`src/rtl/pe_stream_feeder.sv`:
```
// Transmit-side feeder for the PE load/drain protocol: streams filter, ifmap and ipsum
// words from a shared memory port into the PE and writes opsum columns back.
module pe_stream_feeder #(
  parameter int DATA_BITS   = 32,
  parameter int ADDR_BITS   = 16,
  parameter int CONFIG_BITS = 13
) (
  input  logic                   clk,
  input  logic                   rst_n,
  input  logic                   start,
  input  logic [CONFIG_BITS-1:0] cfg,
  input  logic [ADDR_BITS-1:0]   filter_base,
  input  logic [ADDR_BITS-1:0]   ifmap_base,
  input  logic [ADDR_BITS-1:0]   dw_base,
  input  logic [ADDR_BITS-1:0]   pw_base,
  input  logic [ADDR_BITS-1:0]   opsum_base,
  output logic                   busy,
  output logic                   done,
  output logic                   pe_en,
  output logic [CONFIG_BITS-1:0] pe_config,
  output logic                   mem_rd_en,
  output logic                   mem_wr_en,
  output logic [ADDR_BITS-1:0]   mem_addr,
  output logic [DATA_BITS-1:0]   mem_wdata,
  input  logic [DATA_BITS-1:0]   mem_rdata,
  output logic [DATA_BITS-1:0]   filter,
  output logic [DATA_BITS-1:0]   ifmap,
  output logic [DATA_BITS-1:0]   depthwise_ipsum,
  output logic [DATA_BITS-1:0]   pointwise_ipsum,
  output logic                   filter_valid,
  output logic                   ifmap_valid,
  output logic                   depthwise_ipsum_valid,
  output logic                   pointwise_ipsum_valid,
  input  logic                   filter_ready,
  input  logic                   ifmap_ready,
  input  logic                   depthwise_ipsum_ready,
  input  logic                   pointwise_ipsum_ready,
  input  logic [DATA_BITS-1:0]   opsum,
  input  logic                   opsum_valid,
  output logic                   opsum_ready
);

  typedef enum logic [2:0] {
    S_IDLE, S_FILTER, S_IFMAP, S_DWPS, S_PWPS, S_OPSUM, S_DONE
  } state_t;

  state_t                 r_state, w_next;
  logic [CONFIG_BITS-1:0] r_cfg;
  logic                   r_hold;   // 0: request phase, 1: word presented to the PE
  logic                   r_first;  // first HOLD cycle: read data is on mem_rdata
  logic                   r_pe_en;
  logic [DATA_BITS-1:0]   r_data;
  logic [4:0]             r_cnt;
  logic [5:0]             r_col;
  logic [ADDR_BITS-1:0]   r_ptr_filter, r_ptr_ifmap, r_ptr_dw, r_ptr_pw, r_ptr_opsum;

  logic       w_dw;
  logic [2:0] w_p, w_q, w_rs;
  logic [1:0] w_u;
  logic [4:0] w_f;
  logic       w_load, w_in_ready, w_xfer, w_op_xfer, w_rd;
  logic [4:0] w_target;
  logic       w_last_word, w_last_col;
  logic [DATA_BITS-1:0] w_word;

  assign w_dw = r_cfg[12];
  assign w_rs = {1'b0, r_cfg[11:10]} + 3'd1;
  assign w_u  = {1'b0, r_cfg[9]} + 2'd1;
  assign w_p  = {1'b0, r_cfg[8:7]} + 3'd1;
  assign w_f  = r_cfg[6:2];
  assign w_q  = {1'b0, r_cfg[1:0]} + 3'd1;

  assign w_load = (r_state == S_FILTER) || (r_state == S_IFMAP) ||
                  (r_state == S_DWPS)   || (r_state == S_PWPS);
  assign w_rd      = w_load && !r_hold;
  assign w_xfer    = w_load && r_hold && w_in_ready;
  assign w_op_xfer = (r_state == S_OPSUM) && opsum_valid;

  // NOTE: every always_comb output gets a default first so no path can infer a latch.
  always_comb begin
    w_in_ready = 1'b0;
    w_target   = 5'd0;
    case (r_state)
      S_FILTER: begin
        w_in_ready = filter_ready;
        w_target   = {2'b0, w_p} * {2'b0, w_rs};
      end
      S_IFMAP: begin
        w_in_ready = ifmap_ready;
        w_target   = (r_col == 6'd0) ? {2'b0, w_rs} : {3'b0, w_u};
      end
      S_DWPS: begin
        w_in_ready = depthwise_ipsum_ready;
        w_target   = w_dw ? {2'b0, w_q} : {2'b0, w_p};
      end
      S_PWPS: begin
        w_in_ready = pointwise_ipsum_ready;
        w_target   = {2'b0, w_p};
      end
      S_OPSUM: w_target = {2'b0, w_p};
      default: ;
    endcase
  end

  assign w_last_word = ((r_cnt + 5'd1) == w_target);
  assign w_last_col  = (r_col == {1'b0, w_f});

  always_comb begin
    w_next = r_state;
    case (r_state)
      S_IDLE:   if (start) w_next = S_FILTER;
      S_FILTER: if (w_xfer && w_last_word) w_next = S_IFMAP;
      S_IFMAP:  if (w_xfer && w_last_word) w_next = S_DWPS;
      S_DWPS:   if (w_xfer && w_last_word) w_next = w_dw ? S_PWPS : S_OPSUM;
      S_PWPS:   if (w_xfer && w_last_word) w_next = S_OPSUM;
      S_OPSUM:  if (w_op_xfer && w_last_word) w_next = w_last_col ? S_DONE : S_IFMAP;
      S_DONE:   w_next = S_IDLE;
      default:  w_next = S_IDLE;
    endcase
  end

  // NOTE: sequential state uses non-blocking assignments so every register samples pre-edge values.
  always_ff @(posedge clk or negedge rst_n) begin
    if (!rst_n) r_state <= S_IDLE;
    else        r_state <= w_next;
  end

  always_ff @(posedge clk or negedge rst_n) begin
    if (!rst_n) begin
      r_cfg        <= '0;
      r_hold       <= 1'b0;
      r_first      <= 1'b0;
      r_pe_en      <= 1'b0;
      r_data       <= '0;
      r_cnt        <= '0;
      r_col        <= '0;
      r_ptr_filter <= '0;
      r_ptr_ifmap  <= '0;
      r_ptr_dw     <= '0;
      r_ptr_pw     <= '0;
      r_ptr_opsum  <= '0;
    end else begin
      r_pe_en <= (r_state == S_IDLE) && start;
      r_first <= w_rd;
      if (r_first) r_data <= mem_rdata;

      if ((r_state == S_IDLE) && start) begin
        r_cfg        <= cfg;
        r_hold       <= 1'b0;
        r_cnt        <= '0;
        r_col        <= '0;
        r_ptr_filter <= filter_base;
        r_ptr_ifmap  <= ifmap_base;
        r_ptr_dw     <= dw_base;
        r_ptr_pw     <= pw_base;
        r_ptr_opsum  <= opsum_base;
      end

      if (w_rd) r_hold <= 1'b1;

      if (w_xfer) begin
        r_hold <= 1'b0;
        r_cnt  <= w_last_word ? 5'd0 : r_cnt + 5'd1;
        case (r_state)
          S_FILTER: r_ptr_filter <= r_ptr_filter + 1'b1;
          S_IFMAP:  r_ptr_ifmap  <= r_ptr_ifmap + 1'b1;
          S_DWPS:   r_ptr_dw     <= r_ptr_dw + 1'b1;
          S_PWPS:   r_ptr_pw     <= r_ptr_pw + 1'b1;
          default: ;
        endcase
      end

      if (w_op_xfer) begin
        r_ptr_opsum <= r_ptr_opsum + 1'b1;
        r_cnt       <= w_last_word ? 5'd0 : r_cnt + 5'd1;
        if (w_last_word) r_col <= r_col + 6'd1;
      end
    end
  end

  // The captured word is forwarded straight from mem_rdata on the first HOLD cycle.
  assign w_word = r_first ? mem_rdata : r_data;

  assign busy      = (r_state != S_IDLE);
  assign done      = (r_state == S_DONE);
  assign pe_en     = r_pe_en;
  assign pe_config = r_cfg;

  assign filter_valid          = (r_state == S_FILTER) && r_hold;
  assign ifmap_valid           = (r_state == S_IFMAP)  && r_hold;
  assign depthwise_ipsum_valid = (r_state == S_DWPS)   && r_hold;
  assign pointwise_ipsum_valid = (r_state == S_PWPS)   && r_hold;

  assign filter          = filter_valid          ? w_word : '0;
  assign ifmap           = ifmap_valid           ? w_word : '0;
  assign depthwise_ipsum = depthwise_ipsum_valid ? w_word : '0;
  assign pointwise_ipsum = pointwise_ipsum_valid ? w_word : '0;

  assign opsum_ready = (r_state == S_OPSUM);
  assign mem_rd_en   = w_rd;
  assign mem_wr_en   = w_op_xfer;
  assign mem_wdata   = w_op_xfer ? opsum : '0;

  always_comb begin
    mem_addr = '0;
    if (w_rd) begin
      case (r_state)
        S_FILTER: mem_addr = r_ptr_filter;
        S_IFMAP:  mem_addr = r_ptr_ifmap;
        S_DWPS:   mem_addr = r_ptr_dw;
        S_PWPS:   mem_addr = r_ptr_pw;
        default:  mem_addr = '0;
      endcase
    end else if (w_op_xfer) begin
      mem_addr = r_ptr_opsum;
    end
  end

endmodule

```
`config.mk`:
```
export PLATFORM = sky130hd
export DESIGN_NAME = pe_stream_feeder
export DESIGN_NICKNAME = d
export VERILOG_FILES = /design/src/rtl/pe_stream_feeder.sv
export SDC_FILE = /design/constraint.sdc
export NUM_CORES = 1
export LEC_CHECK = 0
export ABC_AREA = 1
export CORE_MARGIN = 3
export CORE_UTILIZATION = 49
export DETAILED_ROUTE_END_ITERATION = 10
export PLACE_DENSITY = 0.88
export SLEW_MARGIN = 20
export SYNTH_ARGS = -nofsm -noshare
export SYNTH_HDL_FRONTEND = slang
export SYNTH_SLANG_ARGS = --single-unit
```
`constraint.sdc`:
```
create_clock -name clk -period 4.9 [get_ports clk]
set_input_delay 0.98 -clock clk [delete_from_list [all_inputs] [get_ports clk]]
set_output_delay 0.98 -clock clk [all_outputs]
set_load 0.01 [all_outputs]
```
==> metrics.cfg, run 1 <==
[timing]
period_share=0.857
fin_skew_ns=0.0100
period_needed_ns=4.20
worstMarginPinSlew_ns=1.08
hold_viol_final=0
slew_violations=0
rsz0062_at_grt=no
holdWs_ns=0.525
relSlewSlack=0.280
setup_violations=0
max_freq_ghz=0.238
finalSetupTns_ns=0

[clock_tree]
tritoncts=done
clkTransAtPathRegs_ns=0.06
cts.hold.buffers_added=0
cts.repair.resized=0
cts.sinks=142
cts_root_buffer=clkbuf_16
clockBufferDepth=2
cts_buffers=17
clock_latency_ns=0.43
htree_num_levels=4
cts_setup_buffers=0

[power]
p_sw_mw=3.55
switching_share=0.456
power.share.clock=0.172
cell_internal_pwr_mw=4.24
power_frac_comb=0.540
total_power_mw=7.79
vdd_drop_max_v=0.000373
leakage_nw=6.71
powerDensity_nw_per_um2=557
pwr-share-seq=0.288

[cells_and_area]
most-common-layout-cells=362 x clkdlybuf4s50_1, 344 x nand2_1, 225 x nor2_1, 209 x inv_1, 141 x dfrtp_1
drive_gt1_frac=0.0363
seq_area_um2=3550
layout_commonest_cell=clkdlybuf4s50_1
areaGrowthSynthToFinish_pct=45.8
diodes=0
multi_input_area_um2=4950
fillCellCount=1493
final_nets=1931

[floorplanning]
num_io_pins=364
fp.dieArea_um2=21300
rows=50
coreArea_um2=19000
initial_core_util=0.506
dieHeight_um=146
die_w_um=146

[critical_path]
path_class=flop to output port
cp_max_fo=14
path_buf_inv=6
arrival_ns=3.22
crit_top_cell=inv_1
slowest_stage=clkdlybuf4s50_1
startpoint=r_state[1]$_DFFE_PN0P_
crit_family=buffers and inverters
critPathMaxStageDelay_ns=0.60
timing.rr.start=pe_config[7]$_DFFE_PN0P_
endpoint_kind=output port
worst_setup_path_start_kind=flop
critical_path_required_ns=3.92
crit_chain=inv_1, nand2_1, nor2_2, inv_2, nand2_1, inv_1, nand3_1, inv_1, nor2_1, inv_2, o22ai_1, clkdlybuf4s50_1

[global_route]
grt_pass1_wl_um=55700
antenna_found_initial=0
grt_overflow_total=0
use_met3=0.0620
globalRouteTotalUtil=0.326
grt_max_degree=88
grt_pass1_vias=10441
grtUsageMet2=0.559
top_usage_layer=met2
grt_use_met1=0.386

[synth]
synth.distinct_cells=43
syn-cell-area_um2=9590
yosysSeqAreaShare=0.371
synth_cells=1420
syn_nets=1601
ys_warn_count=0
synth_edf_count=0
syn_avg_cell_area_um2=6.75
ys_async_sr_fraction=1.00
ys_ff_latch=142
ys.flop_type=dfrtp_1

[worst_hold_path]
min_from=pe_config[8]$_DFFE_PN0P_
min_path_type=flop to flop

[placement]
port_buffers=363
hpwl_um=27200
place_congestion=0.984

[status]
run_status=complete, no violations

[drt]
wl_per_cell_um=17.7
routed_wl_um=35800
drc=0
post_drt_via_cell_ratio=5.43
first_iter_violations=1035
first_pass_iters=6
ant_nets=0
dr_total_vias=10973

[run]
max-cap-violations=0

==> worst min-delay path, delay by kind of cell, from the launching register on <==
kind	cells	cell delay (ns)
flip-flops	1	0.38
AND/OR/NAND/NOR	2	0.11
==> state kept, by name, summed over array words and instances (netlist names) <==
signal	cells
r_first	1
r_hold	1
pe_config	13
r_cnt	5
r_ptr_pw	16
pe_en	1
r_ptr_dw	16
r_col	6
r_state	3
r_ptr_ifmap	16
r_ptr_opsum	16
r_data	32
r_ptr_filter	16
==> logic make-up after synthesis <==
family	after synthesis	synth area share
compound gates	222	0.134
xor+xnor	57	0.0521
fa+ha+maj	16	0.0224
buf+inv	282	0.114
flops	142	0.371
mux	18	0.0188
simple gates	683	0.288
==> power groups by stage <==
| stage | Combinational [mW] | Clock, mW | Sequential [mW] |
|---|---|---|---|
| finish | 4.21 | 1.34 | 2.24 |
| global route | 4.62 | 1.41 | 2.29 |
| CTS | 4.16 | 1.35 | 2.22 |
| detailed placement | 4.13 | 0 | 2.22 |
| global placement | 4.01 | 0 | 2.19 |
| floorplan | 2.50 | 0 | 2.09 |
==> final cells by class <==
cell class	count	share of cell area
multi-input combinational	996	0.354
timing repair buffer	375	0.266
sequential	142	0.254
inverter	218	0.0585
clock buffer	21	0.0337
tap	260	0.0233
clock inverter	10	0.00976
==> metrics by stage <==
step	std cells	setup slack [ns]	utilization	area [um^2]
after floorplan	1420	1.78	-	9590
after global placement	1991	0.974	0.705	13400
after detailed placement	1991	0.934	0.705	13400
after CTS	2022	0.790	0.737	14000
after global routing	2022	0.485	0.737	14000
final	2022	0.699	0.737	14000
==> synthesized netlist by cell type, types with 3 or more instances <==
master | count | area (um^2)
a21o_1 | 6 | 45.0
o31ai_1 | 3 | 22.5
clkbuf_1 | 39 | 146
a21oi_1 | 21 | 105
mux2i_1 | 18 | 180
nor2_2 | 4 | 25.0
inv_1 | 209 | 785
a31oi_1 | 12 | 75.1
nor3_1 | 14 | 70.1
xor2_1 | 45 | 394
o22ai_1 | 33 | 206
dfrtp_1 | 142 | 3550
buf_2 | 12 | 60.1
xnor2_1 | 12 | 105
a221oi_1 | 14 | 123
nand3b_1 | 3 | 22.5
nand2_1 | 345 | 1290
o21ai_0 | 112 | 561
nand3_1 | 69 | 345
buf_4 | 4 | 30.0
buf_1 | 8 | 30.0
inv_2 | 7 | 26.3
nand2_2 | 3 | 18.8
o2111ai_1 | 3 | 26.3
o21ai_1 | 8 | 40.0
ha_1 | 14 | 175
nor2_1 | 226 | 848
nand4_1 | 13 | 81.3
==> metal layers <==
layer / wire length [um] / up-vias
li1: - / 5153
met1: 13400 / 5072
met2: 17300 / 613
met3: 3000 / 135
met4: 2090 / 0
met5: 0 / -
==> path summary, 6_finish.rpt <==
| check | end | slack (ns) | cells past startpoint |
|---|---|---|---|
| setup / recovery | mem_addr[5] | 0.70 | 12 |
| hold / removal | pe_config[8]$_DFFE_PN0P_ | 0.52 | 2 |
| setup reg to reg | r_state[2]$_DFFE_PN0P_ | 1.32 | 21 |
| hold reg to reg | pe_config[8]$_DFFE_PN0P_ | 0.52 | 2 |
| max in group asynchronous | r_first$_DFF_PN0_ | 3.35 | 2 |
| min in group asynchronous | r_ptr_pw[4]$_DFF_PN0_ | 0.55 | 1 |
Note: power is estimated with default switching activity, not from simulation.
==> run 2, diff against run 1 <==
--- a/config.mk
+++ b/config.mk
@@ -7,10 +7,8 @@
 export LEC_CHECK = 0
 export ABC_AREA = 1
 export CORE_MARGIN = 3
-export CORE_UTILIZATION = 49
+export CORE_UTILIZATION = 33
 export DETAILED_ROUTE_END_ITERATION = 10
-export PLACE_DENSITY = 0.88
-export SLEW_MARGIN = 20
 export SYNTH_ARGS = -nofsm -noshare
 export SYNTH_HDL_FRONTEND = slang
 export SYNTH_SLANG_ARGS = --single-unit
==> run 2 against run 1 <==
Setup slack improved by 0.071 ns. Final area is 1.1% higher. Total power decreased by 0.29%. Global-route usage decreased by 8.7 points. Sequential power about the same. Clock-buffer cell count fell by 2. Critical path depth grew 1. Sequential share of layout area is 0.29 points lower. First-iteration DRC count down 27%. Clock power down 3%.
==> metrics.cfg, run 2 (synthesized netlist as in run 1, its figures left out) <==
[status]
run_status=complete, no violations

[placement]
hpwl_um=29500  ; +8.6%
postPlaceCellArea_um2=13600  ; +1.4%
port_buffers=363  ; unchanged
place_congestion=0.923  ; -6.2%

[floorplanning]
dieHeight_um=176  ; +21%
initial_core_util=0.339  ; -0.166
num_io_pins=364  ; unchanged
coreArea_um2=28200  ; +49%
die_w_um=176  ; +21%
fp.dieArea_um2=31100  ; +46%
rows=61  ; +22%

[cells_and_area]
most-common-layout-cells=362 x clkdlybuf4s50_1, 344 x nand2_1, 225 x nor2_1, 209 x inv_1, 142 x dfrtp_1
drive_gt1_frac=0.0390  ; +0.00268
final_nets=1937  ; +0.31%
design_area_um2=14100  ; +1.1%
diodes=0  ; unchanged
areaGrowthSynthToFinish_pct=47.5
top_register=r_data
largest_reg_flops=32  ; unchanged
layout_commonest_cell=clkdlybuf4s50_1

[global_route]
globalRouteTotalUtil=0.238  ; -0.0874
antenna_found_initial=0  ; unchanged
grt_max_degree=88  ; unchanged
grt_pass1_vias=9743  ; -6.7%
grt_pass1_wl_um=57700  ; +3.6%
grt_overflow_total=0  ; unchanged

[drt]
first_pass_iters=5  ; -1
drc=0  ; unchanged
routed_wl_um=38100  ; +6.4%
dr_total_vias=10488  ; -4.4%
ant_nets=0  ; unchanged
first_iter_violations=754  ; -27%
post_drt_via_cell_ratio=4.88  ; -10%
wl_per_cell_um=17.7  ; +0.21%

[clock_tree]
tritoncts=done
clockBufferDepth=2  ; unchanged
cts_buffers=17  ; unchanged
cts.hold.buffers_added=0  ; unchanged
clkTransAtPathRegs_ns=0.06  ; about the same
cts_setup_buffers=0  ; unchanged
cts.repair.resized=0  ; unchanged
htree_num_levels=4  ; unchanged
clock_latency_ns=0.43  ; about the same
cts_root_buffer=clkbuf_16
cts.sinks=142  ; unchanged

[power]
powerDensity_nw_per_um2=549  ; -1.4%
vdd_drop_max_v=0.000212  ; -43%
leakage_nw=6.70  ; -0.18%

[timing]
period_needed_ns=4.13  ; -0.0709 ns
max_freq_ghz=0.242  ; +1.7%
period_share=0.843  ; -0.0145
setup_violations=0  ; unchanged
rsz0062_at_grt=no
hold_viol_final=0  ; unchanged
slew_violations=0  ; unchanged
finalSetupTns_ns=0  ; unchanged
worstMarginPinSlew_ns=1.08  ; -0.00313 ns
fin_skew_ns=0.00922  ; -0.000781 ns
relSlewSlack=0.282  ; +0.00209

[critical_path]
timing.rr.start=pe_config[7]$_DFFE_PN0P_
endpoint_kind=output port
critical_path_required_ns=3.92  ; about the same
r2r_setup_slack_ns=1.37  ; +0.05 ns
cp_max_fo=12  ; -2
r2r_cells=21  ; unchanged
timing.rr.end=r_state[0]$_DFFE_PN0P_
worst_setup_path_start_kind=flop
path_class=flop to output port
arrival_ns=3.15  ; -0.07 ns

[worst_hold_path]
min_from=r_data[26]$_DFF_PN0_
hold_depth=2  ; unchanged
min_path_type=flop to flop
hold_end=r_data[26]$_DFF_PN0_

[run]
max-cap-violations=0  ; unchanged

## run 2: cell count changes in the layout (fill, tap and decap cells not counted), sizes merged
cell / change
clkbuf: -2
clkinvlp: +6
bufinv: -1
buf: +6
clkinv: -3
inv: +1
## run 2: where the power goes
| part | switching [mW] | internal, mW | leakage, nW |
|---|---|---|---|
| sequential | 0.499 | 1.71 | 1.67 |
| combinational | 2.54 | 1.71 | 4.77 |
| clock | 0.552 | 0.751 | 0.262 |
| total | 3.59 | 4.17 | 6.70 |
## run 2: worst max-delay path: stages, from the launching register on
cell and delay, ns:
dfrtp_1 0.47, inv_1 0.10, nand2_1 0.11, nor2_2 0.10
buf_4 0.21, inv_2 0.12, nand2_1 0.08, inv_1 0.05
nand3_1 0.09, inv_1 0.05, nor2_1 0.30, nand2_1 0.19
o21ai_0 0.22, clkdlybuf4s50_1 0.63
## run 2: per-stage QoR
stage / hold slack [ns] / total power, mW / util / setup slack, ns / instances
finish: 0.506 / 7.76 / 0.501 / 0.770 / 2147
global route: 0.535 / 8.39 / 0.501 / 0.512 / 2147
CTS: 0.511 / 7.81 / 0.501 / 0.732 / 2147
detailed placement: 0.495 / 6.48 / 0.480 / 0.930 / 2115
global placement: 0.474 / 6.43 / 0.480 / 1.01 / 2115
floorplan: 0.478 / 4.58 / - / 1.78 / 1420
## run 2: how the worst max path moves through the flow
stage	from	endpoint	slack, ns	depth (start not counted)
CTS	r_state[1]$_DFFE_PN0P_	mem_addr[2]	0.73	6
global placement	opsum_valid	mem_addr[2]	1.01	4
finish	r_state[1]$_DFFE_PN0P_	mem_addr[2]	0.77	13
floorplan	pe_config[7]$_DFFE_PN0P_	r_state[0]$_DFFE_PN0P_	1.78	21
detailed placement	opsum_valid	mem_addr[2]	0.93	4
global route	r_state[1]$_DFFE_PN0P_	mem_addr[6]	0.51	13
## run 2: final cells by class
class	instances	area, um^2
clock buffer	19	433
clock inverter	13	141
fill	2830	14100
inverter	218	818
multi-input combinational	996	4950
sequential	142	3550
tap	378	473
timing repair buffer	381	3770
## run 2: per-layer routing
metal | wire length (um) | share of wire | GRT usage
met1 | 15900 | 0.42 | 0.303
met2 | 19200 | 0.50 | 0.420
met3 | 2290 | 0.060 | 0.0402
met4 | 661 | 0.017 | 0.0635
met5 | 0 | 0 | 0
==> run 3, diff against run 2 <==
==> constraint.sdc (replaced) <==
create_clock -name clk -period 3.87 [get_ports clk]
set_input_delay 0.774 -clock clk [delete_from_list [all_inputs] [get_ports clk]]
set_output_delay 0.774 -clock clk [all_outputs]
set_load 0.01 [all_outputs]
==> run 3 against run 2 <==
Total power increased by 27%. Final area increased by 0.61%. Critical path depth decreased by 5. Worst hold slack got worse by 0.16 ns. Global-route usage decreased by 0.067 points. Utilization increased by 0.31 points. Via count decreased by 0.31%. Die area unchanged. Flip-flop and latch count unchanged. Critical path type unchanged.
==> metrics.cfg, run 3 (synthesized netlist as in run 1, its figures left out) <==
[status]
run_status=complete, no violations

[placement]
post-place-ws_ns=0.419  ; -0.511 ns
port_buffers=363  ; unchanged
place_congestion=0.911  ; -1.3%
hpwl_um=29600  ; +0.30%

[cells_and_area]
top_register=r_data
layout_commonest_cell=clkdlybuf4s50_1
diodes=0  ; unchanged
final_nets=1946  ; +0.46%
drive_gt1_frac=0.0461  ; +0.00714
largest_reg_flops=32  ; unchanged
most-common-layout-cells=361 x clkdlybuf4s50_1, 344 x nand2_1, 223 x nor2_1, 208 x inv_1, 142 x dfrtp_1
areaGrowthSynthToFinish_pct=48.4

[timing]
period_needed_ns=3.75
finalSetupTns_ns=0  ; unchanged
worstMarginPinSlew_ns=1.15  ; +0.0779 ns
period_share=0.969
setup_violations=0  ; unchanged
slew_violations=0  ; unchanged
rsz0062_at_grt=yes
fin_skew_ns=0.0114  ; +0.00218 ns
max_freq_ghz=0.267
hold_viol_final=0  ; unchanged
relSlewSlack=0.223  ; -0.0592
fin_ws_ns=0.121  ; -0.649 ns

[drt]
wl_per_cell_um=17.7  ; about the same
routed_wl_um=38200  ; +0.29%
dr_total_vias=10455  ; -0.31%
first_pass_iters=5  ; unchanged
ant_nets=0  ; unchanged
first_iter_violations=742  ; -1.6%
post_drt_via_cell_ratio=4.85  ; -0.68%
drc=0  ; unchanged

[clock_tree]
cts.sinks=142  ; unchanged
cts_root_buffer=clkbuf_16
clockBufferDepth=2  ; unchanged
tritoncts=done
cts_buffers=17  ; unchanged
htree_num_levels=4  ; unchanged
clkTransAtPathRegs_ns=0.06  ; about the same
clock_latency_ns=0.43  ; about the same

[global_route]
grtUsageMet2=0.417  ; -0.00370
grt_max_degree=83  ; -5.7%
grt_pass1_vias=9854  ; +1.1%
grt_use_met1=0.301  ; -0.00190
use_met3=0.0482  ; +0.00796
antenna_found_initial=0  ; unchanged
grt_overflow_total=0  ; unchanged
top_usage_layer=met2
grt_pass1_wl_um=57600  ; -0.23%
globalRouteTotalUtil=0.238  ; -0.000668

[power]
leakage_nw=6.76  ; +0.88%
switching_share=0.466  ; +0.00368
powerDensity_nw_per_um2=693  ; +26%
power.share.clock=0.160  ; -0.008
pwr-share-seq=0.287  ; +0.002
vdd_drop_max_v=0.000291  ; +37%
cell_internal_pwr_mw=5.26  ; +26%
power_frac_comb=0.553  ; +0.006
total_power_mw=9.86  ; +27%
p_sw_mw=4.60  ; +28%

[critical_path]
path_class=flop to output port
r2r_cells=21  ; unchanged
critPathMaxStageDelay_ns=0.80  ; +0.17 ns
endpoint_kind=output port
arrival_ns=2.97  ; -0.18 ns
cp_max_fo=32  ; +20
slowest_stage=inv_1
worst_setup_path_start_kind=flop
critical_path_required_ns=3.10  ; -0.82 ns
crit_chain=inv_1, nand2_1, nor2_2, inv_2, nor2_1, inv_1, nor2_1, clkdlybuf4s50_1

[floorplanning]
initial_core_util=0.339  ; unchanged
dieHeight_um=176  ; unchanged
rows=61  ; unchanged
coreArea_um2=28200  ; unchanged
fp.dieArea_um2=31100  ; unchanged
die_w_um=176  ; unchanged
num_io_pins=364  ; unchanged

[worst_hold_path]
min_path_type=input port to asynchronous set/reset pin

[run]
max-cap-violations=0  ; unchanged

run 3: area by class of cell:
class | count | area (um^2)
flip-flops and latches | 142 | 3550
multi-input cells | 996 | 4950
repair buffers | 389 | 3860
clock buffers | 18 | 439
repair inverters | 1 | 7.51
clock inverters | 13 | 118
inverters | 218 | 822
well taps | 378 | 473
fillers | 2822 | 14000
run 3: critical path, delay by kind of cell, from the launching register on:
| kind | cells | cell delay (ns) |
|---|---|---|
| buf+inv | 4 | 1.68 |
| flops | 1 | 0.49 |
| simple gates | 4 | 0.38 |
run 3: worst paths after layout:
check / slack, ns / from / end
max in group asynchronous: 2.73 / rst_n / r_data[14]$_DFF_PN0_
max: 0.12 / r_state[1]$_DFFE_PN0P_ / pointwise_ipsum[7]
min reg2reg: 0.50 / r_hold$_DFFE_PN0P_ / r_first$_DFF_PN0_
max reg2reg: 0.38 / pe_config[7]$_DFFE_PN0P_ / r_state[0]$_DFFE_PN0P_
min in group clk: 0.50 / r_hold$_DFFE_PN0P_ / r_first$_DFF_PN0_
min: 0.34 / rst_n / r_ptr_ifmap[11]$_DFF_PN0_
run 3: power by group through the flow:
stage	logic [mW]	registers (mW)	clock network, mW
2_1_floorplan	3.16	2.64	0
3_3_place_gp	5.35	2.82	0
3_5_place_dp	5.41	2.83	0
4_1_cts	5.44	2.82	1.62
5_1_grt	6.02	2.92	1.69
6_report	5.45	2.83	1.58
run 3: per-layer routing:
metal,vias to the layer above,share of wire
met5,-,0
met4,0,0.025
met3,47,0.066
met2,400,0.50
met1,4826,0.41
li1,5182,-
run 3: stage by stage:
step,instance area [um^2],hold WS [ns],utilization,instances
4_1_cts,14200,0.376,0.502,2152
3_5_place_dp,13600,0.514,0.483,2121
6_report,14200,0.344,0.504,2155
5_1_grt,14200,0.387,0.504,2155
2_1_floorplan,9590,0.478,-,1420
3_3_place_gp,13600,0.509,0.483,2121
run 3: repair_timing:
item                                    CTS  global route
buffers inserted                          0             2
hold buffers                              0             0
gates resized for setup                   0             5
endpoints found under the setup margin    0            87
